**src/rtl/mtm_alu_pkg.sv**
```systemverilog
// Shared definitions for the ALU serial-link receive path.
//   op_t          supported ALU opcodes (CMD byte bits [6:4])
//   rx_state_t    packet deserializer FSM states
//   PKT_DATA/CMD  values of the packet type bit
//   crc4          one-bit step of the CRC-4 (x^4+x+1) used to protect a frame
//   op_supported  true when a 3-bit opcode is one the ALU core executes
package mtm_alu_pkg;

   typedef enum logic [2:0] {
      OP_ADD = 3'b000,
      OP_AND = 3'b001,
      OP_OR  = 3'b100,
      OP_SUB = 3'b101
   } op_t;

   typedef enum logic [2:0] {
      ST_IDLE,
      ST_TYPE,
      ST_PAYLOAD,
      ST_STOP,
      ST_HUNT
   } rx_state_t;

   localparam logic PKT_DATA = 1'b0;
   localparam logic PKT_CMD  = 1'b1;

   localparam logic [3:0] CRC4_POLY = 4'h3;

   // Serial CRC step, data fed MSB first.
   function automatic logic [3:0] crc4(input logic [3:0] crc, input logic din);
      logic fb;
      fb = crc[3] ^ din;
      return {crc[2:0], 1'b0} ^ (fb ? CRC4_POLY : 4'h0);
   endfunction

   function automatic logic op_supported(input logic [2:0] op);
      case (op)
         OP_ADD, OP_AND, OP_OR, OP_SUB: return 1'b1;
         default:                       return 1'b0;
      endcase
   endfunction

endpackage

```
**src/rtl/mtm_alu_rx_packet.sv**
```systemverilog
// Packet deserializer for the ALU serial link. Recognises one 11-bit packet
// (start 0, type, 8 payload bits MSB first, stop 1) at a time.
// Ports:
//   clk, rst_n   clock, asynchronous active-low reset
//   sin          serial input, idles high
//   pkt_valid    one-cycle strobe: good stop bit seen, pkt_type/pkt_byte valid
//   pkt_type     latched type bit (PKT_DATA / PKT_CMD)
//   pkt_byte     latched payload byte
//   frame_err    one-cycle strobe: stop bit was 0
//   start        start bit seen while idle
//   idle         FSM is waiting for a start bit
//
// state      | meaning
// -----------+-----------------------------------------------
// ST_IDLE    | line idle, waiting for a start bit (sin=0)
// ST_TYPE    | sampling the type bit
// ST_PAYLOAD | shifting in 8 payload bits
// ST_STOP    | sampling the stop bit, commit or flag error
// ST_HUNT    | after a bad stop bit, wait for the line to go high
module mtm_alu_rx_packet
   import mtm_alu_pkg::*;
(
   input  logic       clk,
   input  logic       rst_n,
   input  logic       sin,
   output logic       pkt_valid,
   output logic       pkt_type,
   output logic [7:0] pkt_byte,
   output logic       frame_err,
   output logic       start,
   output logic       idle
);

   rx_state_t  state_q, state_d;
   logic [2:0] bit_cnt_q;
   logic [7:0] byte_q;
   logic       type_q;

   always_ff @(posedge clk or negedge rst_n) begin
      if (!rst_n) state_q <= ST_IDLE;
      else        state_q <= state_d;
   end

   always_ff @(posedge clk or negedge rst_n) begin
      if (!rst_n) begin
         bit_cnt_q <= 3'd0;
         byte_q    <= 8'h00;
         type_q    <= 1'b0;
      end else begin
         if (state_q == ST_TYPE) begin
            type_q    <= sin;
            bit_cnt_q <= 3'd0;
         end
         if (state_q == ST_PAYLOAD) begin
            byte_q    <= {byte_q[6:0], sin};
            bit_cnt_q <= bit_cnt_q + 3'd1;
         end
      end
   end

   always_comb begin
      state_d   = state_q;
      pkt_valid = 1'b0;
      frame_err = 1'b0;
      start     = 1'b0;
      idle      = 1'b0;
      case (state_q)
         ST_IDLE: begin
            idle = 1'b1;
            if (!sin) begin
               start   = 1'b1;
               state_d = ST_TYPE;
            end
         end
         ST_TYPE:    state_d = ST_PAYLOAD;
         ST_PAYLOAD: if (bit_cnt_q == 3'd7) state_d = ST_STOP;
         ST_STOP: begin
            if (sin) begin
               pkt_valid = 1'b1;
               state_d   = ST_IDLE;
            end else begin
               frame_err = 1'b1;
               state_d   = ST_HUNT;
            end
         end
         ST_HUNT:    if (sin) state_d = ST_IDLE;
         default:    state_d = ST_IDLE;
      endcase
   end

   assign pkt_type = type_q;
   assign pkt_byte = byte_q;

endmodule

```
**src/rtl/mtm_alu_rx_frame.sv**
```systemverilog
// Receive front-end for the ALU serial link: assembles B, A and CMD packets
// into a frame, checks it and holds it in a one-entry valid/ready buffer.
// Optional CRC-4 frame check is built when MTM_ALU_RX_CRC_EN is defined;
// otherwise err_crc_o is 0 and ctl_o[3:0] passes through unchecked.
// Parameters: DATA_W operand width (multiple of 8), TIMEOUT idle cycles
// allowed between packets of a frame (0 = no timeout).
// Ports:
//   clk, rst_n          clock, asynchronous active-low reset
//   sin                 serial input, idles high
//   out_valid/out_ready frame buffer handshake
//   a_o, b_o, ctl_o     operands and raw CMD byte; op_o = ctl_o[6:4]
//   err_data_o/crc/op   frame error flags, at most one set
//   frame_err_o         pulse: bad stop bit or inter-packet timeout
//   ovf_o               pulse: completed frame dropped, buffer full
module mtm_alu_rx_frame
   import mtm_alu_pkg::*;
#(
   parameter int DATA_W  = 32,
   parameter int TIMEOUT = 64
) (
   input  logic              clk,
   input  logic              rst_n,
   input  logic              sin,
   output logic              out_valid,
   input  logic              out_ready,
   output logic [DATA_W-1:0] a_o,
   output logic [DATA_W-1:0] b_o,
   output logic [7:0]        ctl_o,
   output logic [2:0]        op_o,
   output logic              err_data_o,
   output logic              err_crc_o,
   output logic              err_op_o,
   output logic              frame_err_o,
   output logic              ovf_o
);

   localparam int NB     = DATA_W / 8;
   localparam int NBYTES = 2 * NB;
   localparam int CW     = $clog2(NBYTES + 2);

   logic       pkt_valid, pkt_type, pkt_frame_err, pkt_start, pkt_idle;
   logic [7:0] pkt_byte;

   mtm_alu_rx_packet u_packet (
      .clk       (clk),
      .rst_n     (rst_n),
      .sin       (sin),
      .pkt_valid (pkt_valid),
      .pkt_type  (pkt_type),
      .pkt_byte  (pkt_byte),
      .frame_err (pkt_frame_err),
      .start     (pkt_start),
      .idle      (pkt_idle)
   );

   logic [CW-1:0]       cnt_q;
   logic [2*DATA_W-1:0] sh_q;
   logic                data_commit, cmd_commit, timeout_hit, discard;

   assign data_commit = pkt_valid && (pkt_type == PKT_DATA);
   assign cmd_commit  = pkt_valid && (pkt_type == PKT_CMD);
   assign discard     = pkt_frame_err || timeout_hit;

   // Inter-packet timer: counts idle cycles only while a frame is partly received.
   generate
      if (TIMEOUT > 0) begin : g_timeout
         localparam int TW = (TIMEOUT > 1) ? $clog2(TIMEOUT) : 1;
         logic [TW-1:0] idle_q;
         logic          run;

         assign run         = pkt_idle && !pkt_start && (cnt_q != '0);
         assign timeout_hit = run && (idle_q == TW'(TIMEOUT - 1));

         always_ff @(posedge clk or negedge rst_n) begin
            if (!rst_n)                idle_q <= '0;
            else if (!run || timeout_hit) idle_q <= '0;
            else                       idle_q <= idle_q + TW'(1);
         end
      end else begin : g_no_timeout
         assign timeout_hit = 1'b0;
      end
   endgenerate

   // Frame assembly. Once past 2*NB bytes the counter sticks so an overlong
   // frame still reads as a count error, while the shift register keeps the
   // most recent 2*NB bytes.
   always_ff @(posedge clk or negedge rst_n) begin
      if (!rst_n) begin
         cnt_q <= '0;
         sh_q  <= '0;
      end else if (discard || cmd_commit) begin
         cnt_q <= '0;
         sh_q  <= '0;
      end else if (data_commit) begin
         sh_q <= {sh_q[2*DATA_W-9:0], pkt_byte};
         if (cnt_q != CW'(NBYTES + 1)) cnt_q <= cnt_q + CW'(1);
      end
   end

   logic [2:0] cmd_op;
   logic       crc_bad, err_data_d, err_crc_d, err_op_d;

   assign cmd_op = pkt_byte[6:4];

`ifdef MTM_ALU_RX_CRC_EN
   logic [3:0] crc_calc;
   always_comb begin
      crc_calc = 4'h0;
      for (int i = 2*DATA_W - 1; i >= 0; i--) crc_calc = crc4(crc_calc, sh_q[i]);
      crc_calc = crc4(crc_calc, 1'b1);
      for (int i = 2; i >= 0; i--) crc_calc = crc4(crc_calc, cmd_op[i]);
   end
   assign crc_bad = (crc_calc != pkt_byte[3:0]);
`else
   assign crc_bad = 1'b0;
`endif

   assign err_data_d = (cnt_q != CW'(NBYTES));
   assign err_crc_d  = !err_data_d && crc_bad;
   assign err_op_d   = !err_data_d && !crc_bad && !op_supported(cmd_op);

   // Output buffer. A drain and a commit in the same cycle reload it directly.
   always_ff @(posedge clk or negedge rst_n) begin
      if (!rst_n) begin
         out_valid   <= 1'b0;
         a_o         <= '0;
         b_o         <= '0;
         ctl_o       <= 8'h00;
         err_data_o  <= 1'b0;
         err_crc_o   <= 1'b0;
         err_op_o    <= 1'b0;
         frame_err_o <= 1'b0;
         ovf_o       <= 1'b0;
      end else begin
         frame_err_o <= discard;
         ovf_o       <= 1'b0;
         if (cmd_commit) begin
            if (!out_valid || out_ready) begin
               out_valid  <= 1'b1;
               a_o        <= sh_q[DATA_W-1:0];
               b_o        <= sh_q[2*DATA_W-1:DATA_W];
               ctl_o      <= pkt_byte;
               err_data_o <= err_data_d;
               err_crc_o  <= err_crc_d;
               err_op_o   <= err_op_d;
            end else begin
               ovf_o <= 1'b1;
            end
         end else if (out_valid && out_ready) begin
            out_valid <= 1'b0;
         end
      end
   end

   assign op_o = ctl_o[6:4];

endmodule
```
**config.mk**
```make
export PLATFORM = sky130hd
export DESIGN_NAME = mtm_alu_rx_frame
export DESIGN_NICKNAME = d
export VERILOG_FILES = /design/src/rtl/mtm_alu_pkg.sv /design/src/rtl/mtm_alu_rx_packet.sv /design/src/rtl/mtm_alu_rx_frame.sv
export SDC_FILE = /design/constraint.sdc
export NUM_CORES = 1
export LEC_CHECK = 0
export CORE_MARGIN = 2
export CORE_UTILIZATION = 49
export CTS_BUF_LIST = sky130_fd_sc_hd__clkbuf_4 sky130_fd_sc_hd__clkbuf_8
export CTS_CLUSTER_DIAMETER = 150
export DETAILED_ROUTE_END_ITERATION = 10
export HOLD_SLACK_MARGIN = 0.06
export PLACE_DENSITY = 0.76
export SLEW_MARGIN = 15
export SYNTH_ARGS = -nofsm -noshare
export SYNTH_HDL_FRONTEND = slang
export SYNTH_SLANG_ARGS = --single-unit
```
**constraint.sdc**
```tcl
create_clock -name clk -period 2.6 [get_ports clk]
set_input_delay 0.52 -clock clk [delete_from_list [all_inputs] [get_ports clk]]
set_output_delay 0.52 -clock clk [all_outputs]
set_load 0.01 [all_outputs]
```
==> metrics.md <==
| Metric | Value |
|---|---|
| Utilization after layout | 0.6029 |
| Ys async rst share | 1.000 |
| Status | finished clean |
| CP Class | flop to output port |
| Most common cell in the netlist | dfrtp_1 |
| Post-Synthesis Cells | 567 |
| CP max stage delay | 560 ps |
| Pwr Density | between 1000 and 1500 nW/µm² |
| Final period utilization | 0.7442 |
| Largest net degree at the start of global routing | a little under 70 |
| Clk network pwr share | 0.209 |
| Die area | 15,180 µm² |
| Chip Width | 123.2 µm |
| Synth top area cells | dfrtp_1 60%, mux2_4 13%, nand3_1 5.0% |
| Antenna Nets Post-Route | 0 |
| Fmax achieved | 516.8 MHz |
| Hold slack | 474.9 ps |
| Vias | between 4,000 and 5,000 |
| Placed cell areas | roughly 7900 µm² |
| Syn Nets | approximately 580 |
| Met3 usage | 0.04659 |
| Flop and latch count out of synthesis | 166 |
| Most instantiated cells after synthesis | 166 x dfrtp_1, 71 x nand2_1, 70 x nand3_1, 69 x a21oi_1, 60 x mux2_4 |
| Seq/Total Area, Yosys | 0.5967 |
| Area Growth Syn to Fin | 20.22% |
| Synthesized area per cell | between 10 and 15 µm² |
| GR peak layer | met2 |
| Synth Flop Type | dfrtp_1 |
| Setup crit end kind | output port |
| Ant diodes | 0 |
| Max-Cap Viols | 0 |
| Cell taking the most area after synthesis | dfrtp_1 |
| GP Congestion | 0.7791 |
| GR Overflow Total | 0 |
| Critical path's top delay family | buffers and inverters |
| Psw | 0.003007 W |
| Number of H-tree levels | 4 |
| Peak supply drop | 0.5112 mV |
| Slew Viols, Final | 0 |
| Critical Path Fanout Max | 2 |
| Clk_skew | 13.56 ps |
| Initial antenna violation count | 0 |
| Core area | about 14,000 µm² |
| Share of the synthesized area in the top cell type | 0.5967 |
| CP Data Arrival Time | 1410 ps |
| Drt drc | 0 |
| Via-to-Cell Ratio | 5.466 |
| CTS sink count | 166 |
| Clock Pin Slew Worst Setup and Hold Paths | 90 ps |
| First-pass GRT wire length | approximately 23 mm |
| Hold WC Path Type | flop to flop |
| Starting Density | 0.5015 |
| Post-synthesis cell type count | 36 |
| GR Util All Layers | 0.1966 |
| Avg WL per Cell | approximately 17 µm |
| Net Sw Frac | 0.3310 |
| Internal power | 0.006078 W |
| Setup TNS | 0 ps |
| Worst-path cell chain | clkdlybuf4s50_1 |
| Worst path required time | 2080 ps |
| Die H | ~120 µm |
| Worst setup SP type | flop |
| IO Port Bufs | 83 |
| Worst path slowest cell | clkdlybuf4s50_1 |
| Vias in the first global route | 4,469 |
| IO Pins | 85 |
| RSZ-0062 raised after global routing | false |
| Placement Rows | between 40 and 50 |
| Drt total wl | 13.97 mm |
| Met2 usage in global routing | 0.3084 |
| Hpwl dp | 8.768 mm |
| Layout cells sized above 1 | 0.2065 |
| Root Driver | clkbuf_8 |
| Max-slew headroom | 0.5239 |
| Met1 Use GR | 0.2698 |
| Initial detailed-routing violation count | 393 |
| Warnings from Yosys | 0 |
| Final setup violation count | 0 |
| Clock Latency Late Sink | 450 ps |
| Clock buffer depth | 2 |
| Worst path buffer plus inverter count | 1 |
| Final Critical Period | 1935 ps |
| CTS Buf Count | 17 |
| Final Hold Fails | 0 |
| Cell area after layout | 8369 µm² |
| Overall Power | 0.009085 W |
| Worst slew pin tran | 714.1 ps |
| Number of fill cells | 1,052 |
| CTS tree | done |
| Logic pwr share | 0.313 |
| EDFF count, synth | 0 |
| Final Net Count | 646 |
| Cell Area, Synth | 6962 µm² |
| Drt pass-1 iters | 5 |
| Leakage | 3.735 nW |
| Sequential Power Share | 0.478 |
-- power by group through the flow --
stage,Sequential (W),Clock [W],Combinational [W]
3_5_place_dp,0.00439,0,0.00285
5_1_grt,0.00448,0.00203,0.00314
3_3_place_gp,0.00434,0,0.00276
6_report,0.00434,0.00190,0.00284
4_1_cts,0.00435,0.00194,0.00288
2_1_floorplan,0.00426,0,0.00166
-- logic make-up (layout without fill, tap and decap cells) --
| logic type | Yosys count | count (layout) | synth area share |
|---|---|---|---|
| compound gates | 79 | 79 | 0.05931 |
| flops | 166 | 166 | 0.5967 |
| fa+ha+maj | 6 | 6 | 0.01078 |
| mux | 83 | 83 | 0.1666 |
| xor+xnor | 4 | 4 | 0.005033 |
| simple gates | 175 | 175 | 0.1206 |
| buf+inv | 53 | 135 | 0.04044 |
| other cells | 1 | 1 | 0.0005387 |
-- flip-flops by register name, indices dropped and copies added (netlist names) --
signal	flops
err_op_o	1
u_packet.pkt_type	1
err_data_o	1
cnt_q	4
u_packet.bit_cnt_q	3
u_packet.state_q	3
ovf_o	1
a_o	32
out_valid	1
sh_q	64
ctl_o	8
b_o	32
frame_err_o	1
g_timeout.idle_q	6
u_packet.pkt_byte	8
-- routing by layer --
layer / vias to the layer above / wire length (µm)
li1: 2086 / -
met1: 2288 / 6269
met2: 145 / 6781
met3: 12 / 742
met4: 0 / 174
met5: - / 0
-- repair_timing --
action / in CTS / in global routing
hold buffers: 1 / 0
buffers inserted: 0 / 0
hold endpoints to repair: 57 / 0
gates resized for setup: 0 / 0
-- layout by cell type (no fill, tap or decap), drive strengths merged, types with 4 or more instances in the layout --
cell type      instances
clkinvlp               4
inv                    9
nor2                  10
nand2                 71
ha                     6
a21oi                 69
dfrtp                166
clkdlybuf4s50         82
mux2                  83
nand3                 70
buf                   14
clkbuf                20
-- final timing paths --
kind	from	endpoint	slack (ps)	depth (start not counted)
max in group asynchronous	rst_n	ctl_o[7]	1230	3
setup reg to reg	u_packet.state_q[1]	sh_q[53]	720	4
hold / removal	g_timeout.idle_q[0]	g_timeout.idle_q[0]	470	1
setup / recovery	a_o[4]	a_o[4]	670	1
min in group asynchronous	rst_n	ovf_o	600	2
hold reg to reg	g_timeout.idle_q[0]	g_timeout.idle_q[0]	470	1
-- cell type report --
type	instances	area, µm²	area share
clock buffers	20	269.0	0.03214
clock inverters	12	145.1	0.01734
inverters	6	22.52	0.002691
multi-input cells	348	2539	0.3033
flip-flops and latches	166	4154	0.4963
well taps	180	225.2	0.02691
repair buffers	97	1015	0.1212
-- through the flow --
stage | setup WS, ps | std cells
2_1_floorplan | 807.0 | 567
3_3_place_gp | 463.8 | 796
3_5_place_dp | 437.2 | 796
4_1_cts | 631.2 | 829
5_1_grt | 585.3 | 829
6_report | 665.1 | 829
Note: power is estimated with default switching activity, not from simulation.
